File: config.mk
export PLATFORM = sky130hd
export DESIGN_NAME = execution_unit_flat
export DESIGN_NICKNAME = d
export VERILOG_FILES = /design/src/rtl/execution_unit_pkg.sv /design/src/rtl/execution_unit_if.sv /design/src/rtl/execution_unit_alu.sv /design/src/rtl/execution_unit.sv /design/src/flat_wrapper.sv
export SDC_FILE = /design/constraint.sdc
export NUM_CORES = 1
export LEC_CHECK = 0
export CORE_ASPECT_RATIO = 1.5
export CORE_UTILIZATION = 55
export CTS_CLUSTER_DIAMETER = 100
export DETAILED_ROUTE_END_ITERATION = 8
export GPL_TIMING_DRIVEN = 0
export PLACE_DENSITY = 0.82
export SYNTH_ARGS = -nofsm -noshare
export SYNTH_HDL_FRONTEND = slang
export SYNTH_HIERARCHICAL = 1
export SYNTH_SLANG_ARGS = --single-unit
File: constraint.sdc
create_clock -name clk -period 4.75 [get_ports clk]
set_input_delay 1.1875 -clock clk [delete_from_list [all_inputs] [get_ports clk]]
set_output_delay 1.1875 -clock clk [all_outputs]
set_load 0.02 [all_outputs]
File: src/rtl/execution_unit_pkg.sv
// Shared types for the NAND CPU execution unit: ALU opcodes, RR/EX stage structs and widths.
// The optional EX-result bypass and early wakeup are selected with EXEC_FWD_EN in execution_unit.sv.
package nand_cpu_pkg;

  localparam int EU_DW        = 16;
  localparam int EU_ROB_AW    = 1;
  localparam int EU_NUM_D_REG = 8;
  localparam int EU_NUM_S_REG = 4;
  localparam int EU_DRA_W     = $clog2(EU_NUM_D_REG);
  localparam int EU_SRA_W     = $clog2(EU_NUM_S_REG);
  localparam int EU_RV_W      = 16;
  localparam int EU_IMM_W     = 6;
  localparam int EX_FLAG_W    = 2;

  typedef enum logic [2:0] {
    ALU_ADD  = 3'd0,
    ALU_SUB  = 3'd1,
    ALU_AND  = 3'd2,
    ALU_OR   = 3'd3,
    ALU_XOR  = 3'd4,
    ALU_NAND = 3'd5,
    ALU_SHL  = 3'd6,
    ALU_SHR  = 3'd7
  } AluOp;

  // Operands fully resolved in RR, on their way into the ALU / EX register.
  typedef struct packed {
    logic                 valid;
    logic [EU_ROB_AW-1:0] rob_addr;
    AluOp                 alu_op;
    logic [EU_DW-1:0]     a;
    logic [EU_DW-1:0]     b;
    logic [EU_DRA_W-1:0]  rw_addr;
    logic [EU_SRA_W-1:0]  rs_addr;
    logic [EU_RV_W-1:0]   rv_addr;
  } ex_stage_t;

  typedef struct packed {
    logic                 valid;
    logic [EU_ROB_AW-1:0] rob_addr;
    AluOp                 alu_op;
    logic                 use_rt;
    logic [EU_IMM_W-1:0]  immdt;
    logic [EU_DW-1:0]     ra_data;
    logic [EU_DW-1:0]     rt_data;
    logic [EU_DRA_W-1:0]  rw_addr;
    logic [EU_SRA_W-1:0]  rs_addr;
    logic [EU_RV_W-1:0]   rv_addr;
  } rr_stage_t;

  typedef struct packed {
    logic                 valid;
    logic [EU_ROB_AW-1:0] rob_addr;
    logic [EU_DRA_W-1:0]  rw_addr;
    logic [EU_SRA_W-1:0]  rs_addr;
    logic [EU_RV_W-1:0]   rv_addr;
    logic [EU_DW-1:0]     result;
  } ex_reg_t;

  function automatic logic [EU_DW-1:0] sext_imm(input logic [EU_IMM_W-1:0] imm);
    return {{(EU_DW-EU_IMM_W){imm[EU_IMM_W-1]}}, imm};
  endfunction

endpackage

File: src/rtl/execution_unit_if.sv
// Issue bus from the execution buffer to the execution unit.
// The buffer drives (master); the execution unit consumes (slave). eb_accept travels back as a plain port.
interface execution_buffer_ifc;
  import nand_cpu_pkg::*;

  logic                 valid;
  logic [EU_ROB_AW-1:0] rob_addr;
  AluOp                 alu_op;
  logic [EU_IMM_W-1:0]  immdt;
  logic [EU_DRA_W-1:0]  ra_addr;
  logic [EU_DRA_W-1:0]  rt_addr;
  logic [EU_DRA_W-1:0]  rw_addr;
  logic [EU_RV_W-1:0]   rv_addr;
  logic [EU_SRA_W-1:0]  rs_addr;
  logic                 use_rt;

  modport master (
    output valid, rob_addr, alu_op, immdt, ra_addr, rt_addr, rw_addr, rv_addr, rs_addr, use_rt
  );

  modport slave (
    input valid, rob_addr, alu_op, immdt, ra_addr, rt_addr, rw_addr, rv_addr, rs_addr, use_rt
  );

endinterface

File: src/rtl/execution_unit_alu.sv
// Combinational ALU for the execution unit; all arithmetic wraps modulo 2^EU_DW.
// Shifts use the low log2(EU_DW) bits of operand b as the shift amount.
module alu
  import nand_cpu_pkg::*;
(
  input  AluOp             alu_op,
  input  logic [EU_DW-1:0] a,
  input  logic [EU_DW-1:0] b,
  output logic [EU_DW-1:0] result
);

  localparam int SH_W = $clog2(EU_DW);

  logic [SH_W-1:0] shamt;

  assign shamt = b[SH_W-1:0];

  always_comb begin
    result = '0;
    case (alu_op)
      ALU_ADD:  result = a + b;
      ALU_SUB:  result = a - b;
      ALU_AND:  result = a & b;
      ALU_OR:   result = a | b;
      ALU_XOR:  result = a ^ b;
      ALU_NAND: result = ~(a & b);
      ALU_SHL:  result = a << shamt;
      ALU_SHR:  result = a >> shamt;
      default:  result = '0;
    endcase
  end

endmodule

File: src/rtl/execution_unit.sv
// Two-stage (RR, EX) execution unit behind the execution buffer, with write-back and wakeup ports.
// Define EXEC_FWD_EN to add the EX-result bypass into RR and wake dependents one cycle early.
module execution_unit
  import nand_cpu_pkg::*;
#(
  parameter int DW     = EU_DW,
  parameter int ROB_AW = EU_ROB_AW
) (
  input  logic                 clk,
  input  logic                 rst,
  execution_buffer_ifc.slave   eb,
  output logic                 eb_accept,
  input  logic                 flush,
  output logic [EU_DRA_W-1:0]  rf_ra_addr,
  input  logic [DW-1:0]        rf_ra_data,
  output logic [EU_DRA_W-1:0]  rf_rt_addr,
  input  logic [DW-1:0]        rf_rt_data,
  output logic                 wb_valid,
  input  logic                 wb_ready,
  output logic [ROB_AW-1:0]    wb_rob_addr,
  output logic [EU_DRA_W-1:0]  wb_rw_addr,
  output logic [DW-1:0]        wb_data,
  output logic [EU_SRA_W-1:0]  wb_rs_addr,
  output logic [EX_FLAG_W-1:0] wb_flags,
  output logic [EU_RV_W-1:0]   wb_rv_addr,
  output logic                 wake_valid,
  output logic [EU_DRA_W-1:0]  wake_addr
);

  // Handshakes: an issue transfers on a cycle with eb.valid & eb_accept (eb_accept never
  // looks at eb.valid); a result transfers on wb_valid & wb_ready, and wb_* hold until then.

  rr_stage_t        rr_q, rr_d;
  ex_reg_t          ex_q, ex_d;
  ex_stage_t        ex_in;
  logic [EU_DW-1:0] alu_result;
  logic [EU_DW-1:0] op_a;
  logic [EU_DW-1:0] rt_val;
  logic             wb_fire;
  logic             rr_adv;

  assign wb_fire    = ex_q.valid & wb_ready;
  assign rr_adv     = ~ex_q.valid | wb_fire;
  // rst gates accept combinationally so it drops the moment reset is asserted.
  assign eb_accept  = ~rst & ~flush & (~rr_q.valid | rr_adv);
  assign rf_ra_addr = eb.ra_addr;
  assign rf_rt_addr = eb.rt_addr;

`ifdef EXEC_FWD_EN
  logic [EU_DRA_W-1:0] rr_ra_addr_q, rr_ra_addr_d;
  logic [EU_DRA_W-1:0] rr_rt_addr_q, rr_rt_addr_d;
  logic                fwd_a, fwd_b;

  always_comb begin
    rr_ra_addr_d = rr_ra_addr_q;
    rr_rt_addr_d = rr_rt_addr_q;
    if (eb.valid && eb_accept) begin
      rr_ra_addr_d = eb.ra_addr;
      rr_rt_addr_d = eb.rt_addr;
    end
  end

  always_ff @(posedge clk or posedge rst) begin
    if (rst) begin
      rr_ra_addr_q <= '0;
      rr_rt_addr_q <= '0;
    end else begin
      rr_ra_addr_q <= rr_ra_addr_d;
      rr_rt_addr_q <= rr_rt_addr_d;
    end
  end

  // The EX register holds the youngest older result, so it wins over register-file data.
  assign fwd_a      = ex_q.valid & (rr_ra_addr_q == ex_q.rw_addr);
  assign fwd_b      = ex_q.valid & (rr_rt_addr_q == ex_q.rw_addr);
  assign op_a       = fwd_a ? ex_q.result : rr_q.ra_data;
  assign rt_val     = fwd_b ? ex_q.result : rr_q.rt_data;
  assign wake_valid = rr_q.valid & rr_adv & ~flush;
  assign wake_addr  = rr_q.rw_addr;
`else
  assign op_a       = rr_q.ra_data;
  assign rt_val     = rr_q.rt_data;
  assign wake_valid = wb_fire;
  assign wake_addr  = ex_q.rw_addr;
`endif

  always_comb begin
    ex_in          = '0;
    ex_in.valid    = rr_q.valid;
    ex_in.rob_addr = rr_q.rob_addr;
    ex_in.alu_op   = rr_q.alu_op;
    ex_in.a        = op_a;
    ex_in.b        = rr_q.use_rt ? rt_val : sext_imm(rr_q.immdt);
    ex_in.rw_addr  = rr_q.rw_addr;
    ex_in.rs_addr  = rr_q.rs_addr;
    ex_in.rv_addr  = rr_q.rv_addr;
  end

  alu u_alu (
    .alu_op (ex_in.alu_op),
    .a      (ex_in.a),
    .b      (ex_in.b),
    .result (alu_result)
  );

  always_comb begin
    rr_d = rr_q;
    if (flush) begin
      rr_d.valid = 1'b0;
    end else if (eb_accept) begin
      rr_d.valid = eb.valid;
      if (eb.valid) begin
        rr_d.rob_addr = eb.rob_addr;
        rr_d.alu_op   = eb.alu_op;
        rr_d.use_rt   = eb.use_rt;
        rr_d.immdt    = eb.immdt;
        rr_d.ra_data  = rf_ra_data;
        rr_d.rt_data  = rf_rt_data;
        rr_d.rw_addr  = eb.rw_addr;
        rr_d.rs_addr  = eb.rs_addr;
        rr_d.rv_addr  = eb.rv_addr;
      end
    end
  end

  // A write-back firing in a flush cycle still completes; only the stage valids are squashed.
  always_comb begin
    ex_d = ex_q;
    if (flush) begin
      ex_d.valid = 1'b0;
    end else if (rr_adv) begin
      ex_d.valid = ex_in.valid;
      if (ex_in.valid) begin
        ex_d.rob_addr = ex_in.rob_addr;
        ex_d.rw_addr  = ex_in.rw_addr;
        ex_d.rs_addr  = ex_in.rs_addr;
        ex_d.rv_addr  = ex_in.rv_addr;
        ex_d.result   = alu_result;
      end
    end
  end

  always_ff @(posedge clk or posedge rst) begin
    if (rst) begin
      rr_q <= '0;
      ex_q <= '0;
    end else begin
      rr_q <= rr_d;
      ex_q <= ex_d;
    end
  end

  assign wb_valid    = ex_q.valid;
  assign wb_rob_addr = ex_q.rob_addr;
  assign wb_rw_addr  = ex_q.rw_addr;
  assign wb_data     = ex_q.result;
  assign wb_rs_addr  = ex_q.rs_addr;
  assign wb_rv_addr  = ex_q.rv_addr;
  assign wb_flags    = {ex_q.result[EU_DW-1], (ex_q.result == '0)};

endmodule

File: src/flat_wrapper.sv
// flat-port wrapper written by rule: the top's interface ports become plain ports
module execution_unit_flat import nand_cpu_pkg::*;
#(
  parameter int DW     = EU_DW,
  parameter int ROB_AW = EU_ROB_AW
)
  (clk, rst, eb_accept, flush, rf_ra_addr, rf_ra_data, rf_rt_addr, rf_rt_data, wb_valid, wb_ready, wb_rob_addr, wb_rw_addr, wb_data, wb_rs_addr, wb_flags, wb_rv_addr, wake_valid, wake_addr, eb_valid, eb_rob_addr, eb_alu_op, eb_immdt, eb_ra_addr, eb_rt_addr, eb_rw_addr, eb_rv_addr, eb_rs_addr, eb_use_rt);
  execution_buffer_ifc eb_i ();
  input  logic clk;
  input  logic rst;
  output logic eb_accept;
  input  logic flush;
  output logic [EU_DRA_W-1:0] rf_ra_addr;
  input  logic [DW-1:0] rf_ra_data;
  output logic [EU_DRA_W-1:0] rf_rt_addr;
  input  logic [DW-1:0] rf_rt_data;
  output logic wb_valid;
  input  logic wb_ready;
  output logic [ROB_AW-1:0] wb_rob_addr;
  output logic [EU_DRA_W-1:0] wb_rw_addr;
  output logic [DW-1:0] wb_data;
  output logic [EU_SRA_W-1:0] wb_rs_addr;
  output logic [EX_FLAG_W-1:0] wb_flags;
  output logic [EU_RV_W-1:0] wb_rv_addr;
  output logic wake_valid;
  output logic [EU_DRA_W-1:0] wake_addr;
  input wire logic [$bits(eb_i.valid)-1:0] eb_valid;
  input wire logic [$bits(eb_i.rob_addr)-1:0] eb_rob_addr;
  input wire logic [$bits(eb_i.alu_op)-1:0] eb_alu_op;
  input wire logic [$bits(eb_i.immdt)-1:0] eb_immdt;
  input wire logic [$bits(eb_i.ra_addr)-1:0] eb_ra_addr;
  input wire logic [$bits(eb_i.rt_addr)-1:0] eb_rt_addr;
  input wire logic [$bits(eb_i.rw_addr)-1:0] eb_rw_addr;
  input wire logic [$bits(eb_i.rv_addr)-1:0] eb_rv_addr;
  input wire logic [$bits(eb_i.rs_addr)-1:0] eb_rs_addr;
  input wire logic [$bits(eb_i.use_rt)-1:0] eb_use_rt;
  assign eb_i.valid = eb_valid;
  assign eb_i.rob_addr = eb_rob_addr;
  assign eb_i.alu_op = eb_alu_op;
  assign eb_i.immdt = eb_immdt;
  assign eb_i.ra_addr = eb_ra_addr;
  assign eb_i.rt_addr = eb_rt_addr;
  assign eb_i.rw_addr = eb_rw_addr;
  assign eb_i.rv_addr = eb_rv_addr;
  assign eb_i.rs_addr = eb_rs_addr;
  assign eb_i.use_rt = eb_use_rt;
  execution_unit #(.DW(DW), .ROB_AW(ROB_AW)) u_core (.clk(clk), .rst(rst), .eb(eb_i), .eb_accept(eb_accept), .flush(flush), .rf_ra_addr(rf_ra_addr), .rf_ra_data(rf_ra_data), .rf_rt_addr(rf_rt_addr), .rf_rt_data(rf_rt_data), .wb_valid(wb_valid), .wb_ready(wb_ready), .wb_rob_addr(wb_rob_addr), .wb_rw_addr(wb_rw_addr), .wb_data(wb_data), .wb_rs_addr(wb_rs_addr), .wb_flags(wb_flags), .wb_rv_addr(wb_rv_addr), .wake_valid(wake_valid), .wake_addr(wake_addr));
endmodule
Word-level counts from Yosys, hierarchy flattened:

Index checks and enable logic that the tools add are counted.

* register bits: 104
* bits in latches: 0
* RAM bits: 0
* ROM bits: 0
* bits of input ports: 75
* output and inout bits: 52
* logic and storage cells: 54
* memories kept: 0

* add/subtract/negate cells: 2
* multipliers: 0
* div/mod/pow operators: 0
* magnitude comparators: 0
* equal/unequal tests: 7
* shifts and indexed selects: 2
* multiplexer cells: 8
* bitwise logic cells: 13
* reductions and logical operators: 6

Operators by type and width (number)
* one-hot mux 16 bit (8 select lines): 1
* 2-to-1 mux 65 bit: 1
* 2-to-1 mux 64 bit: 1
* 2-to-1 mux 39 bit: 1
* 2-to-1 mux 38 bit: 1
* adder 16 bit: 1
* bitwise AND 16 bit: 1
* zero test 16 bit: 1
* 2-to-1 mux 16 bit: 1
* NOT 16 bit: 1
* OR 16 bit: 1
* << shifter 16 x 4 -> 16 bit: 1
* right shift 16 x 4 -> 16 bit: 1
* subtractor 16 bit: 1
* XOR 16 bit: 1
* == test 3 bit (second input constant): 4
* == test 3 x 2 -> 1 bit (second input constant): 2
* AND reduction 3 bit: 2
* NOT 1 bit: 4
* nonzero test 2 bit: 2
* bitwise AND 1 bit: 3
* == test 3 x 1 -> 1 bit (second input constant): 1
* zero test 3 bit: 1
* 2-to-1 mux 1 bit: 2
* OR 1 bit: 2

Logic depth before layout (Yosys ltp):

Gate-level depths: netlist (run 1).

* depth in word-level cells: 7
* gate-level depth with buffers: 20
* mapped depth without buffers: 16

Modules after synthesis:

Netlist (run 1), hierarchy kept.

By module, submodules not included
* execution_unit: times used 1, cells each 274, area each 4361.7 um^2, sequential area each 2602.5 um^2
* alu: times used 1, cells each 521, area each 3617.2 um^2, sequential area each 0.0 um^2

Worst setup path before layout (run 1):

No wires, ideal clock.

* path type: register to register
* from: register u_core/rr_q[59] in the netlist's numbering
* to: register u_core.ex_q, in the netlist u_core/wb_data[13]
* setup time: 0.125 ns
* arrival time: 3.791 ns
* required time: 4.625 ns
* slack: 0.834 ns
* cell stages (with the launch flop): 20
* buffers on the path: 4
* clock period less this slack: 3.916 ns
* path through: dfrtp_1 -> clkbuf_1 -> mux2_2 -> buf_4 -> inv_2 -> buf_4 -> buf_2 -> ha_1 -> nand2_1 -> nor2_1 -> a41oi_1 -> xnor2_1 -> ha_1 -> and4_1 -> o21ai_0 -> a21oi_1 -> o41ai_1 -> xor2_1 -> o2111ai_1 -> mux2_2

RTL lines
* start, declared: line execution_unit.sv:33 `rr_stage_t rr_q, rr_d;`
* start signal, assigned: line execution_unit.sv:148 `rr_q <= rr_d;`
* end signal, assigned: line execution_unit.sv:146 `ex_q <= '0;`
* end signal, assigned: line execution_unit.sv:149 `ex_q <= ex_d;`
* end, declared: line execution_unit.sv:34 `ex_reg_t ex_q, ex_d;`

==> results.yml, run 1 <==
synth:
  ys_types: 71
  synth-seq-cells: 104
  yosysWarnings: 6
  yosysSeqAreaShare: 0.326
  syn-num-nets: 920
  netlist_area_um2: 7980
  async_flop_share: 1.00
  synth_ff_type: "dfrtp_1"
  syn_area_per_cell_um2: 10.0
  netlist_instances: 795
  synth-edff-count: 0
cts:
  postCtsSetupRepairBufs: 0
  cts_made_buffers: 9
  clk_latency_ps: 360
  cts_tree: "built"
  htree_num_levels: 3
  cts_buffer_depth: 2
  cts-root-buf: "clkbuf_16"
  clkTransAtPathRegs_ps: 70
  cts.sinks: 104
global_route:
  grt_overflow: 0
  grt_start_max_net_pins: 61
  grt_pass1_wl_um: 39300
  grt_pass1_vias: 6917
  grt_use_total: 0.356
  antenna_found_initial: 1
timing:
  timing.hold.ws_ps: 508
  finalCritPeriodShare: 0.929
  rsz0062_at_grt: "no"
  relSlewSlack: 0.309
  min_period_ps: 4410
  setup_viol: 0
  max_freq_mhz: 227
  finalHoldViolations: 0
  tightest_slew_ps: 1030
  fin_skew_ps: 10.3
  setup_ws_ps: 337
  slew_viol_final: 0
drt:
  viasPerCell: 6.14
  drc: 0
  via_count: 6892
  routed_wl_um: 25800
  drt_first_iter_violations: 583
  drt_pre_antenna_iters: 7
  wl_per_cell_um: 23.0
  antenna_left: 0
setup_path:
  start_kind: "register"
  criticalPathCategory: "register to register"
  cp-end-kind: "register"
  crit_fanout: 21
  critPathRequiredTime_ps: 4990
  arrival_ps: 4660
pwr:
  p_int_w: 0.00296
  switching_share: 0.446
  p_clk_frac: 0.149
  p_seq_frac: 0.258
  power_w: 0.00533
  max-vdd-ir-drop_uv: 360
  comb_power_share: 0.593
  power_switching_w: 0.00237
  powerDensity_nw_per_um2: 546
  p_leak_nw: 4.38
die:
  io_pins: 127
  design.core.area_um2: 14100
  num_rows: 53
  die_h_um: 150
  die_area_um2: 15000
  die_x_um: 100
  start_util: 0.568
status:
  status: "complete, no violations"
layout:
  final_nets: 1050
  finalInstanceArea_um2: 9770
  syn2layout_area_growth_pct: 22.4
  finalNonFillerCells: 1123
  layout_common_cells: "clkdlybuf4s50_1, dfrtp_1, nand2_1"
  drive_above_1_share: 0.225
  fillers: 1128
  final_common_cell: "clkdlybuf4s50_1"
hold_path:
  hold_path.class: "register to register"
flow_run:
  cap_violations: 0
place:
  dp_slack_ps: -106
  placed_area_um2: 9450
  hpwl_um: 20100
  portBuffers: 120
  dp.cells: 1108
  gp_congestion: 1.01
state kept, by name (all words and copies together), names as in the netlist:
register,count
u_core/ex_in,26
u_core/op_a,16
u_core/rt_val,16
u_core/wb_data,16
u_core/wb_rv_addr,16
u_core/rr_q,7
u_core/wake_addr,3
u_core/wb_rs_addr,2
u_core/wb_rob_addr,1
u_core/wb_valid,1
final timing paths:
check | cells past startpoint | startpoint | to | slack, ps
max in group asynchronous | 3 | rst | u_core/rr_q[59]$_DFFE_PP0P_ | 2730
max reg2reg | 17 | u_core/rr_q[59]$_DFFE_PP0P_ | u_core/wb_data[13]$_DFFE_PP0P_ | 340
min in group asynchronous | 2 | rst | u_core/ex_in[13]$_DFFE_PP0P_ | 1330
min | 1 | u_core/rr_q[57]$_DFFE_PP0P_ | u_core/rr_q[57]$_DFFE_PP0P_ | 510
min reg2reg | 1 | u_core/rr_q[57]$_DFFE_PP0P_ | u_core/rr_q[57]$_DFFE_PP0P_ | 510
max | 17 | u_core/rr_q[59]$_DFFE_PP0P_ | u_core/wb_data[13]$_DFFE_PP0P_ | 340
metrics by stage:
step	utilization	setup TNS (ps)
4_1_cts	0.695	0
5_1_grt	0.695	0
6_report	0.695	0
3_5_place_dp	0.672	-106
3_3_place_gp	0.670	-68810
2_1_floorplan	-	0
cell usage after synthesis (8+ instances only):
cell | n | area share
a211oi_1 | 8 | 0.0075
a21oi_1 | 46 | 0.029
buf_2 | 23 | 0.014
buf_4 | 15 | 0.014
buf_6 | 8 | 0.011
dfrtp_1 | 104 | 0.33
ha_1 | 49 | 0.077
inv_1 | 44 | 0.021
mux2_2 | 63 | 0.089
mux2_4 | 50 | 0.094
mux2i_1 | 25 | 0.031
nand2_1 | 71 | 0.033
nand2b_1 | 17 | 0.013
nor2_1 | 48 | 0.023
nor3_1 | 10 | 0.0063
nor4_1 | 8 | 0.0063
o211ai_1 | 15 | 0.014
o21ai_0 | 30 | 0.019
o21ai_1 | 8 | 0.0050
o22ai_1 | 14 | 0.011
xnor2_1 | 20 | 0.022
power groups by stage:
stage          logic [W]  registers [W]  clock network (W)
3_3_place_gp     0.00305        0.00137                  0
3_5_place_dp     0.00309        0.00138                  0
2_1_floorplan    0.00191        0.00148                  0
4_1_cts          0.00311        0.00137           0.000808
6_report         0.00316        0.00138           0.000793
5_1_grt          0.00334        0.00141           0.000840
timing repair:
item | CTS | global route
hold buffers | 0 | 0
gates resized for setup | 0 | 1
setup endpoints to repair | 2 | 5
critical path, cell delays in order, from the launching register on:
cell       delay (ps)
dfrtp_2           490
mux2_2            390
buf_4             200
inv_2              60
buf_4             280
ha_1              260
nand2_1           120
nor2_1            180
a41oi_1           170
xnor2_1           280
ha_1              370
and4_1            230
o21ai_0            80
a21oi_1           110
o41ai_1           390
xor2_1            210
o2111ai_1         150
mux2_2            320
final cells by class:
cell class,count,area [um^2],share of cell area
Antenna cell,1,2.50,0.000256
Buffer,53,375,0.0384
Clock buffer,9,225,0.0231
Clock inverter,7,95.1,0.00974
Inverter,46,175,0.0179
Multi-Input combinational cell,590,4820,0.494
Sequential cell,104,2600,0.267
Tap cell,192,240,0.0246
Timing Repair Buffer,121,1230,0.126
cell families (layout without fill, tap and decap cells):
family | after synthesis | after routing | share of synthesized area
compound gates | 174 | 174 | 0.144
buf+inv | 101 | 236 | 0.0698
fa+ha+maj | 50 | 50 | 0.0793
flops | 104 | 104 | 0.326
xor+xnor | 26 | 26 | 0.0285
other cells | 0 | 1 | 0
simple gates | 195 | 195 | 0.118
mux | 145 | 145 | 0.234
metal layers:
layer / track usage / share of wire / wire length (um)
met1: 0.400 / 0.37 / 9430
met3: 0.0500 / 0.055 / 1430
met4: 0.265 / 0.083 / 2130
met5: 0 / 0 / 0
met2: 0.607 / 0.50 / 12800
Note: power is estimated with default switching activity, not from simulation.
==> inputs of run 2 (changes only) <==
- ABC_AREA: unset -> 1
- CORE_UTILIZATION: 55 -> 56
- PLACE_DENSITY: 0.82 -> 0.83
- SKIP_LAST_GASP: unset -> 1
==> run 2 against run 1 <==
Compared with the run above: wire length increased by 13%; worst setup slack gained 110 ps; die area is 1.1% higher; total power decreased by 11%; global-route usage increased by 4.6 points; clock skew shrank 3.0 ps; critical path type unchanged.
==> results.yml, run 2 <==
cts:
  clk_latency_ps: 350
  cts_tree: "built"
  holdBufCountCts: 0
  clkTransAtPathRegs_ps: 80
  cts_resized: 0
  htree_num_levels: 3
  cts-root-buf: "clkbuf_16"
  postCtsSetupRepairBufs: 0
  cts.sinks: 104
  cts_made_buffers: 9
  cts_buffer_depth: 2
synth:
  synth_xor_xnor_area_share: 0.0203
  netlist_area_um2: 8220
  synth_top_family_by_area: "simple AND/OR/NAND/NOR gates"
  ys_types: 47
  synth_ff_type: "dfrtp_1"
  synth_fa_ha_area_frac: 0.0771
  muxShareOfSynthArea: 0.00122
  netlist_instances: 1228
  synth_area_leaders: "dfrtp_1, nand2_1, ha_1"
  synthTopCellsByCount: "nand2_1, dfrtp_1, inv_1, nand3_1, nand4_1"
  yosysSeqAreaShare: 0.317
  synth-compound-area-share: 0.0868
  synth-edff-count: 0
  async_flop_share: 1.00
  yosysWarnings: 6
  synth-simple-area-share: 0.398
  synth_area_leader_cell: "dfrtp_1"
  synth-seq-cells: 104
  syn_area_per_cell_um2: 6.69
  yosysTopAreaCellShare: 0.317
  syn-num-nets: 1353
  yosysMostFrequentCell: "nand2_1"
setup_path:
  cp-end-kind: "register"
  ff2ff_setup_slack_ps: 450
  start_kind: "register"
  crit_top_cell: "nand2_1"
  critPathBufInv: 8
  criticalPathCategory: "register to register"
  rr_endpoint: "u_core/wb_data[15]$_DFFE_PP0P_"
  path_depth: 28
  r2r_start: "u_core/rr_q[59]$_DFFE_PP0P_"
  cp_top_family: "simple AND/OR/NAND/NOR gates"
  reg2reg_depth: 28
  crit_fanout: 11
  arrival_ps: 4590
  critPathLaunch: "u_core/rr_q[59]$_DFFE_PP0P_"
  cpPeakStageDelay_ps: 370
  slowest_stage: "nor3_1"
  cp-endpoint: "u_core/wb_data[15]$_DFFE_PP0P_"
  critPathRequiredTime_ps: 5040
status:
  status: "complete, no violations"
drt:
  drt_pre_antenna_iters: 5
  routed_wl_um: 29200
  drc: 0
  drt_first_iter_violations: 649
  via_count: 8942
  viasPerCell: 5.74
  antenna_left: 0
  wl_per_cell_um: 18.8
hold_path:
  hold_path.class: "register to register"
pwr:
  power_w: 0.00475
  switching_share: 0.487
  comb_power_share: 0.567
  p_leak_nw: 5.20
  p_clk_frac: 0.160
  max-vdd-ir-drop_uv: 247
  p_seq_frac: 0.272
  p_int_w: 0.00244
  powerDensity_nw_per_um2: 475
  power_switching_w: 0.00231
layout:
  layout_common_cells: "nand2_1, clkdlybuf4s50_1, dfrtp_1"
  fillers: 1291
  drive_above_1_share: 0.0821
  num_antenna_cells: 0
  final_common_cell: "nand2_1"
  syn2layout_area_growth_pct: 21.7
  final_nets: 1485
  utilization: 0.704
  largest_reg_flops: 26
  area.sequential_um2: 2600
  multi_input_area_um2: 4790
  finalInstanceArea_um2: 10000
place:
  portBuffers: 120
  placed_area_um2: 9690
  gp_congestion: 1.10
  hpwl_um: 22700
  dp_slack_ps: 610
timing:
  relSlewSlack: 0.476
  finalCritPeriodShare: 0.906
  fin_skew_ps: 7.39
  min_period_ps: 4300
  finalHoldViolations: 0
  timing.hold.ws_ps: 475
  max_freq_mhz: 232
  setup_ws_ps: 446
  rsz0062_at_grt: "no"
  slew_viol_final: 0
  setup_viol: 0
  tightest_slew_ps: 781
die:
  io_pins: 127
  die_area_um2: 15200
  design.core.area_um2: 14200
  start_util: 0.579
  die_x_um: 101
  die_h_um: 150
  num_rows: 53
global_route:
  grt_overflow: 0
  grt_pass1_wl_um: 45500
  grt_start_max_net_pins: 55
  grt_pass1_vias: 8736
  antenna_found_initial: 0
  grt_use_total: 0.402
flow_run:
  cap_violations: 0
run 2: cell count changes in the layout (fill, tap and decap cells not counted), sizes merged, moves of 11 or more:
cell,change
nand2,+410
o22ai,-15
nand2b,-17
xor2,+11
inv,+55
buf,+15
nand3,+90
xnor2,-18
nor2,+26
nand4,+71
mux2,-113
mux2i,-24
o21ai,+19
run 2: final cells by class:
class | count | share of cell area
clock inverters | 7 | 0.00839
clock buffers | 9 | 0.0225
plain buffers | 75 | 0.0436
multi-input cells | 948 | 0.479
flip-flops and latches | 104 | 0.260
repair buffers | 121 | 0.123
well taps | 192 | 0.0240
inverters | 101 | 0.0392
run 2: worst min-delay path: stages (launching register included):
cell	delay (ps)
dfrtp_1	350
nand2_1	50
nand2_1	40
run 2: layer usage:
layer / share of wire / global-route usage / vias up
li1: - / - / 4252
met1: 0.36 / 0.432 / 4168
met2: 0.49 / 0.687 / 399
met3: 0.068 / 0.0864 / 123
met4: 0.079 / 0.297 / 0
met5: 0 / 0 / -
run 2: cells by family after synthesis:
group                      after synthesis
DFF                                    104
AOI/OAI and AO/OA                      128
muxes                                    1
and+or+nand+nor                        750
buffers and inverters                  176
adders and majority gates               50
xor gates and xnor gates                19
run 2: how the worst min path moves through the flow:
| stage | startpoint | slack [ps] | cells after the start | to |
|---|---|---|---|---|
| 2_1_floorplan | u_core/rt_val[0]$_DFFE_PP0P_ | 440 | 2 | u_core/rt_val[0]$_DFFE_PP0P_ |
| 3_5_place_dp | u_core/wb_rv_addr[10]$_DFFE_PP0P_ | 460 | 2 | u_core/wb_rv_addr[10]$_DFFE_PP0P_ |
| 4_1_cts | u_core/rt_val[10]$_DFFE_PP0P_ | 480 | 2 | u_core/rt_val[10]$_DFFE_PP0P_ |
| 5_1_grt | u_core/rt_val[10]$_DFFE_PP0P_ | 490 | 2 | u_core/rt_val[10]$_DFFE_PP0P_ |
| 3_3_place_gp | u_core/wb_rv_addr[13]$_DFFE_PP0P_ | 450 | 2 | u_core/wb_rv_addr[13]$_DFFE_PP0P_ |
| 6_report | u_core/wb_rv_addr[9]$_DFFE_PP0P_ | 470 | 2 | u_core/wb_rv_addr[9]$_DFFE_PP0P_ |
run 2: power by group through the flow:
stage / logic [W] / registers, W / clock network [W]
after floorplan: 0.00156 / 0.00139 / 0
after detailed placement: 0.00261 / 0.00130 / 0
after CTS: 0.00262 / 0.00129 / 0.000773
after global placement: 0.00256 / 0.00130 / 0
final: 0.00269 / 0.00129 / 0.000760
after global routing: 0.00295 / 0.00132 / 0.000800
run 2: metrics by stage:
stage	TNS, ps	instances
after floorplan	0	1228
after global placement	-64460	1540
after detailed placement	0	1541
after CTS	0	1557
after global routing	0	1557
final	0	1557
==> inputs of run 3 (changes only) <==
- TNS_END_PERCENT: unset -> 30
==> results of run 3 <==
Same layout as run 2: the final DEF is identical, and so are final timing and power.
